===== src/rtl/serial_cmd_transmitter.sv =====
// rtl/serial_cmd_transmitter.sv - command FIFO, 3-slot serial framer and shadow accumulator
//
// Purpose:
//   Accepts 2-bit accumulator commands (00 NOP, 01 INC, 11 LOAD8, 10 reserved)
//   over a valid/ready handshake and queues them in a DEPTH-entry FIFO. It
//   sends one command per fixed 3-cycle frame on the serial control line:
//   slot 0 carries bit0, slot 1 carries bit1, and slot 2 is a gap driven to 0.
//   A shadow accumulator predicts the remote ACC, so upstream logic can read
//   it without a return path.
//
// Ports:
//   CLK          in   clock, all state updates on the rising edge
//   RST          in   asynchronous active-low reset
//   cmd_valid    in   upstream presents a command
//   cmd[1:0]     in   command code
//   cmd_ready    out  FIFO not full
//   cmd_err      out  one-cycle pulse after a reserved code is accepted
//   control      out  registered serial line to the accumulator
//   frame_start  out  control currently carries bit0 of a frame
//   shadow_acc   out  predicted remote ACC
//   shadow_zero  out  shadow_acc == 0
//   fifo_level   out  occupied FIFO entries
//   idle         out  FIFO empty and current frame is NOP

module serial_cmd_transmitter #(
    parameter int DEPTH = 4
) (
    input  logic                     CLK,
    input  logic                     RST,
    input  logic                     cmd_valid,
    input  logic [1:0]               cmd,
    output logic                     cmd_ready,
    output logic                     cmd_err,
    output logic                     control,
    output logic                     frame_start,
    output logic [3:0]               shadow_acc,
    output logic                     shadow_zero,
    output logic [$clog2(DEPTH):0]   fifo_level,
    output logic                     idle
);

    localparam int AW = $clog2(DEPTH);
    localparam logic [AW:0] LEVEL_FULL = (AW+1)'(DEPTH);
    localparam logic [AW:0] LEVEL_ONE  = (AW+1)'(1);
    localparam logic [AW-1:0] PTR_ONE  = AW'(1);

    // Slot the receiver samples at the next rising edge. It runs freely,
    // so receiver alignment depends only on a common reset release.
    typedef enum logic [1:0] {
        SLOT0 = 2'd0,
        SLOT1 = 2'd1,
        SLOT2 = 2'd2
    } slot_t;

    slot_t          r_slot;
    slot_t          w_slot_nxt;
    logic [1:0]     r_cur;
    logic [1:0]     w_cur_nxt;
    logic           r_control;
    logic           w_control_nxt;
    logic [3:0]     r_shadow;
    logic [3:0]     w_shadow_nxt;
    logic           r_cmd_err;

    logic [1:0]     r_mem [DEPTH];
    logic [AW-1:0]  r_wr_ptr;
    logic [AW-1:0]  r_rd_ptr;
    logic [AW:0]    r_count;

    logic           w_ready;
    logic           w_push;
    logic           w_pop;
    logic           w_reserved;
    logic [1:0]     w_wdata;

    // Handshake and FIFO control
    assign w_ready    = (r_count != LEVEL_FULL);
    assign w_push     = cmd_valid && w_ready;
    assign w_reserved = (cmd == 2'b10);
    // A reserved code is stored as NOP so the line never carries 10.
    assign w_wdata    = w_reserved ? 2'b00 : cmd;
    // The FIFO is popped only at the frame boundary. A push on the same edge
    // is not visible yet, so commands are never bypassed into the frame in flight.
    assign w_pop      = (r_slot == SLOT2) && (r_count != '0);

    // Frame sequencing and the shadow update
    always_comb begin
        w_slot_nxt    = r_slot;
        w_cur_nxt     = r_cur;
        w_control_nxt = r_control;
        w_shadow_nxt  = r_shadow;
        case (r_slot)
            SLOT0: begin
                w_control_nxt = r_cur[1];
                w_slot_nxt    = SLOT1;
            end
            SLOT1: begin
                w_control_nxt = 1'b0;
                w_slot_nxt    = SLOT2;
            end
            SLOT2: begin
                // The receiver evaluates the completed frame on this edge,
                // so the shadow follows it on the same edge.
                case (r_cur)
                    2'b01:   w_shadow_nxt = r_shadow + 4'd1;
                    2'b11:   w_shadow_nxt = 4'd8;
                    default: w_shadow_nxt = r_shadow;
                endcase
                w_cur_nxt     = w_pop ? r_mem[r_rd_ptr] : 2'b00;
                w_control_nxt = w_cur_nxt[0];
                w_slot_nxt    = SLOT0;
            end
            default: begin
                // The unused slot encoding recovers to a clean frame boundary.
                w_cur_nxt     = 2'b00;
                w_control_nxt = 1'b0;
                w_slot_nxt    = SLOT0;
            end
        endcase
    end

    always_ff @(posedge CLK or negedge RST) begin
        if (!RST) begin
            r_slot    <= SLOT0;
            r_cur     <= 2'b00;
            r_control <= 1'b0;
            r_shadow  <= 4'd0;
        end else begin
            r_slot    <= w_slot_nxt;
            r_cur     <= w_cur_nxt;
            r_control <= w_control_nxt;
            r_shadow  <= w_shadow_nxt;
        end
    end

    // FIFO storage holds no reset: the pointers define which entries are valid.
    always_ff @(posedge CLK) begin
        if (w_push) begin
            r_mem[r_wr_ptr] <= w_wdata;
        end
    end

    always_ff @(posedge CLK or negedge RST) begin
        if (!RST) begin
            r_wr_ptr  <= '0;
            r_rd_ptr  <= '0;
            r_count   <= '0;
            r_cmd_err <= 1'b0;
        end else begin
            if (w_push) begin
                r_wr_ptr <= r_wr_ptr + PTR_ONE;
            end
            if (w_pop) begin
                r_rd_ptr <= r_rd_ptr + PTR_ONE;
            end
            case ({w_push, w_pop})
                2'b10:   r_count <= r_count + LEVEL_ONE;
                2'b01:   r_count <= r_count - LEVEL_ONE;
                default: r_count <= r_count;
            endcase
            r_cmd_err <= w_push && w_reserved;
        end
    end

    // Outputs
    assign cmd_ready   = w_ready;
    assign cmd_err     = r_cmd_err;
    assign control     = r_control;
    assign frame_start = (r_slot == SLOT0);
    assign shadow_acc  = r_shadow;
    assign shadow_zero = (r_shadow == 4'd0);
    assign fifo_level  = r_count;
    assign idle        = (r_count == '0) && (r_cur == 2'b00);

endmodule

===== config.mk =====
export PLATFORM = sky130hd
export DESIGN_NAME = serial_cmd_transmitter
export DESIGN_NICKNAME = d
export VERILOG_FILES = /design/src/rtl/serial_cmd_transmitter.sv
export SDC_FILE = /design/constraint.sdc
export NUM_CORES = 1
export LEC_CHECK = 0
export CAP_MARGIN = 25
export CORE_MARGIN = 10
export CORE_UTILIZATION = 56
export DETAILED_ROUTE_END_ITERATION = 7
export HOLD_SLACK_MARGIN = 0.12
export PLACE_DENSITY = 0.79
export REMOVE_ABC_BUFFERS = 1
export SLEW_MARGIN = 20
export SYNTH_ARGS = -nofsm -noshare
export SYNTH_HDL_FRONTEND = slang
export SYNTH_SLANG_ARGS = --single-unit

===== constraint.sdc =====
create_clock -name CLK -period 4.6 [get_ports CLK]
set_clock_uncertainty 0.1 [all_clocks]
set_input_delay 0.69 -clock CLK [delete_from_list [all_inputs] [get_ports CLK]]
set_output_delay 0.69 -clock CLK [all_outputs]
set_load 0.1 [all_outputs]

==> flow_metrics.py, run 1 <==
metrics = {
    "worst_setup_path": {
        "cp.arrival_ns": 2.62,
        "end_kind": "output port",
        "max_stage_delay_ns": 1.16,
        "timing.critical_path.cells": "or3_2, nor3_1, clkdlybuf4s50_1",
        "rr_worst_depth": 9,
        "crit_type": "flop to output port",
        "path_max_fanout": 5,
        "cp_data_required_time_ns": 3.81,
        "start_kind": "flop",
        "slowest_stage": "clkdlybuf4s50_1",
    },
    "yosys": {
        "synthCells": 94,
        "synth.distinct_cells": 28,
        "synthMuxAreaShare_pct": 5.13,
        "syn_area_per_cell_um2": 12.5,
        "syn-cell-area_um2": 1170,
        "synth-seq-cells": 25,
        "yosysWarnings": 0,
        "synth_area_leaders": "dfrtp_1, edfxtp_1, ha_1, mux4_2, inv_1",
        "synth_top_area_cell": "dfrtp_1",
        "seq_area_frac_synth_pct": 56.8,
        "synthAdderAreaFrac_pct": 9.19,
        "synth_compound_area_share_pct": 4.70,
        "synth-simple-area-share_pct": 15.8,
        "synth_top_family_by_area": "simple AND/OR/NAND/NOR gates",
        "synth-xor-area-share_pct": 4.49,
        "synth.top_cell.area_share_pct": 36.3,
    },
    "worst_hold_path": {
        "hp-class": "flop to flop",
        "min_path_cells": 1,
    },
    "drt": {
        "vias": 740,
        "drc_errors": 0,
        "first_pass_iters": 4,
        "drtIter0Drc": 61,
        "wl_per_cell_um": 14.1,
        "finalWirelength_mm": 1.99,
        "ant_nets": 0,
        "viasPerCell": 5.25,
    },
    "global_route": {
        "grt_pass1_vias": 758,
        "grt_overflow": 0,
        "grt_max_degree": 18,
        "grt_antenna_before_repair": 0,
        "globalRouteTotalUtil_pct": 10.0,
        "grt_pass1_wl_mm": 3.39,
    },
    "timing": {
        "fmax_mhz": 293,
        "worst_pin_slew_ns": 0.984,
        "slew_violations": 0,
        "setup_viol": 0,
        "rsz0062_at_grt": "no",
        "relSlewSlack_pct": 34.2,
        "finalHoldViolations": 0,
        "period_needed_ns": 3.41,
        "fin_tns_setup_ns": 0,
        "setup_ws_ns": 1.19,
        "fin_crit_sh_pct": 74.2,
    },
    "clock_network": {
        "numCtsBuffers": 3,
        "post_cts_buffers": 0,
        "ctsHoldBuffers": 0,
        "clk_pin_slew_ns": 0.12,
        "cts_root_buffer": "clkbuf_4",
        "clock_latency_ns": 0.32,
        "cts_resized": 0,
        "cts.path.max_buffers": 2,
        "clock-sinks": 25,
        "cts_tree": "yes",
        "htreeDepth": 1,
    },
    "placed_design": {
        "dp.cells": 137,
        "dp_hpwl_mm": 1.53,
        "gp_congestion": 0.732,
        "preCtsSetupSlack_ns": 1.54,
        "io_buffers": 17,
    },
    "layout": {
        "synthToLayoutAreaGrowth_pct": 19.3,
        "finalNonFillerCells": 141,
        "fillCellCount": 141,
        "seq_area_um2": 666,
        "diodes": 0,
        "multiInputGateArea_um2": 460,
        "final_util_pct": 70.5,
        "drive_above_1_share_pct": 11.4,
        "nNetsFinal": 128,
        "final_cell_mix": "dfrtp_1, clkdlybuf4s50_1, inv_1, edfxtp_1, ha_1",
    },
    "outcome": {
        "status": "completed",
    },
    "flow_run": {
        "maxCapViolations": 0,
    },
    "floorplanning": {
        "dieArea_um2": 4320,
        "start_util_pct": 59.1,
        "die_y_um": 65.7,
        "rows": 16,
        "ios": 18,
        "die_w_um": 65.7,
        "core_um2": 1980,
    },
}
-- stage by stage --
| step | instance area, um^2 | hold slack, ns |
|---|---|---|
| 6_report | 1400 | 0.433 |
| 3_3_place_gp | 1370 | 0.384 |
| 5_1_grt | 1400 | 0.468 |
| 4_1_cts | 1400 | 0.433 |
| 2_1_floorplan | 1170 | 0.294 |
| 3_5_place_dp | 1370 | 0.413 |
-- area by class of cell --
type | count | area share, %
multi-input cells | 57 | 32.9
repair buffers | 17 | 12.2
inverters | 11 | 2.95
well taps | 27 | 2.42
flip-flops and latches | 25 | 47.6
clock buffers | 4 | 1.88
-- routing by layer --
metal / up-vias / track usage, % / wire, um
li1: 359 / - / -
met1: 360 / 11.3 / 874
met2: 16 / 15.7 / 923
met3: 5 / 3.56 / 138
met4: 0 / 6.42 / 53
met5: - / 0 / 0
-- Yosys cell counts --
library cell   n
or3_2          1
dfrtp_1       17
xnor2_1        4
or4b_1         1
nor3b_1        2
nor3_1         2
and2_1         1
nor2_1         4
nand2b_1       2
mux2_4         1
nand3b_1       1
fa_1           1
nand2_1        5
xor2_1         2
inv_1         11
a31oi_1        1
ha_1           7
or3b_4         1
and3_2         4
nand3_1        4
clkbuf_1       1
and2_4         1
a21o_1         1
o41a_1         1
edfxtp_1       8
o21ai_0        6
nor2b_1        2
mux4_2         2
-- sequential cells by signal, indices dropped and copies added (netlist names) --
name,flops
fifo_level,3
r_cur,2
r_wr_ptr,2
r_slot,2
shadow_acc,4
r_rd_ptr,2
cmd_err,1
control,1
r_mem,8
-- final timing paths --
kind | start | to | slack (ns)
worst min-delay path | r_slot[0] | r_slot[0] | 0.43
min in group asynchronous | RST | r_rd_ptr[1] | 0.69
max in group asynchronous | RST | fifo_level[2] | 3.23
worst min register to register | r_slot[0] | r_slot[0] | 0.43
worst max-delay path | fifo_level[1] | idle | 1.19
worst max register to register | fifo_level[1] | fifo_level[2] | 2.23
-- critical path, delay by kind of cell, from the launching register on --
family	cells	cell delay (ns)
flip-flops	1	0.44
buffers and inverters	1	1.16
AND/OR/NAND/NOR	2	0.71
-- kinds of logic after synthesis --
kind of cell / after synthesis
buffers and inverters: 12
flip-flops: 25
AO/OA/AOI/OAI: 9
adder cells (fa/ha/maj): 8
XOR/XNOR: 6
AND/OR/NAND/NOR: 31
multiplexers: 3
Power of run 1 is left out: the tool's default activity adds up to more than one toggle a clock period on the data nets, which glitch-free logic cannot reach.
==> run 2: changes to the inputs <==
CORE_UTILIZATION = 52   (was 56)
PLACE_DENSITY = 0.74   (was 0.79)
clock period = 3.2 ns   (was 4.6 ns; I/O delays follow)
==> run 2 against run 1 <==
Against the previous run: sequential cell count did not move; global-route usage fell by 1.1 points; core utilization fell by 7.5 points; critical path depth did not move; setup slack got worse by 0.37 ns; design area fell by 2.2%; cell count rose by 0.71%; critical endpoint unchanged; largest cell class unchanged.
==> flow_metrics.py, run 2 (synthesized netlist as in run 1, its figures left out) <==
metrics = {
    "layout": {
        "multiInputGateArea_um2": 460,
        "drive_above_1_share_pct": 22.8,
        "fillCellCount": 191,
        "nNetsFinal": 128,
        "seq_area_um2": 666,
        "largest-register": "r_mem",
        "mostFrequentLayoutCell": "dfrtp_1",
        "synthToLayoutAreaGrowth_pct": 16.7,
        "diodes": 0,
        "largest_register_ffs": 8,
        "final_util_pct": 63.0,
        "final_cell_mix": "dfrtp_1, buf_4, inv_1, edfxtp_1, ha_1",
    },
    "worst_setup_path": {
        "cp_data_required_time_ns": 2.62,
        "path_max_fanout": 5,
        "slowest_stage": "or3_2",
        "end_kind": "output port",
        "timing.critical_path.cells": "or3_2, nor3_1, buf_4",
        "path_buf_inv": 1,
        "max_stage_delay_ns": 0.55,
        "crit_type": "flop to output port",
        "cp.depth": 3,
        "start_kind": "flop",
        "cp.arrival_ns": 1.80,
        "startpoint": "fifo_level[1]",
        "rr_worst_depth": 9,
        "cp_top_family": "simple AND/OR/NAND/NOR gates",
        "r2r_start": "fifo_level[1]",
    },
    "floorplanning": {
        "ios": 18,
        "dieArea_um2": 4550,
        "core_um2": 2170,
        "rows": 17,
        "die_w_um": 67.5,
        "die_y_um": 67.5,
        "start_util_pct": 54.0,
    },
    "clock_network": {
        "cts.path.max_buffers": 2,
        "cts_root_buffer": "clkbuf_4",
        "post_cts_buffers": 0,
        "cts_tree": "yes",
        "clock_latency_ns": 0.31,
        "htreeDepth": 1,
        "numCtsBuffers": 3,
        "ctsHoldBuffers": 0,
        "clock-sinks": 25,
        "clk_pin_slew_ns": 0.12,
        "cts_resized": 0,
    },
    "global_route": {
        "grt_pass1_wl_mm": 3.14,
        "grt_overflow": 0,
        "grt_pass1_vias": 708,
        "globalRouteTotalUtil_pct": 8.92,
        "grt_max_degree": 18,
        "grt_antenna_before_repair": 0,
    },
    "drt": {
        "vias": 705,
        "viasPerCell": 4.96,
        "met3_wirelength_um": 98,
        "highest_layer": "met4",
        "wl_met2_um": 897,
        "finalWirelength_mm": 1.92,
        "met1_length_um": 900,
        "wl_per_cell_um": 13.5,
        "first_pass_iters": 4,
        "drc_errors": 0,
        "ant_nets": 0,
        "drtIter0Drc": 18,
    },
    "timing": {
        "relSlewSlack_pct": 50.9,
        "fmax_mhz": 420,
        "worst_pin_slew_ns": 0.734,
        "fin_crit_sh_pct": 74.4,
        "setup_viol": 0,
        "period_needed_ns": 2.38,
        "finalHoldViolations": 0,
        "slew_violations": 0,
        "fin_tns_setup_ns": 0,
        "hold_slack_ns": 0.417,
        "setup_ws_ns": 0.820,
        "rsz0062_at_grt": "no",
    },
    "placed_design": {
        "preCtsSetupSlack_ns": 0.803,
        "dp_hpwl_mm": 1.51,
        "io_buffers": 17,
        "gp_congestion": 0.697,
    },
    "worst_hold_path": {
        "hp-class": "flop to flop",
        "min_path_cells": 1,
        "min_from": "fifo_level[2]",
    },
    "outcome": {
        "status": "completed",
    },
    "flow_run": {
        "maxCapViolations": 0,
    },
}
==> run 2: cell count changes in the layout (fill, tap and decap cells not counted), sizes merged <==
cell	previous run	this run
clkdlybuf4s50	17	4
buf	0	13
==> run 2: worst register-to-register path: stages, from the launching register on <==
cell and delay (ns):
dfrtp_1 0.44, or3b_4 0.44, and2_4 0.19, inv_1 0.07
ha_1 0.18, inv_1 0.06, fa_1 0.37, xor2_1 0.15
nor2_1 0.11, xor2_1 0.15
==> run 2: cell type report <==
cell class	count	area share, %
well taps	28	2.56
inverters	11	3.02
flip-flops and latches	25	48.7
clock buffers	4	1.92
multi-input cells	57	33.7
repair buffers	17	10.1
==> run 2: metal layers <==
metal	GRT usage (%)	vias to the layer above
li1	-	359
met1	11.1	330
met2	13.5	12
met3	2.98	4
met4	4.62	0
met5	0	-
==> run 2: path summary, 6_finish.rpt <==
check | endpoint | slack, ns
max in group asynchronous | r_rd_ptr[0] | 2.05
hold / removal | fifo_level[2] | 0.42
setup reg to reg | fifo_level[2] | 0.88
setup / recovery | idle | 0.82
min in group asynchronous | control | 0.49
hold reg to reg | fifo_level[2] | 0.42
==> run 2: stage by stage <==
stage	std cells	area (um^2)
3_5_place_dp	138	1340
6_report	142	1370
5_1_grt	142	1370
4_1_cts	142	1370
3_3_place_gp	138	1340
2_1_floorplan	93	1170
Power of run 2 is left out for the same reason.
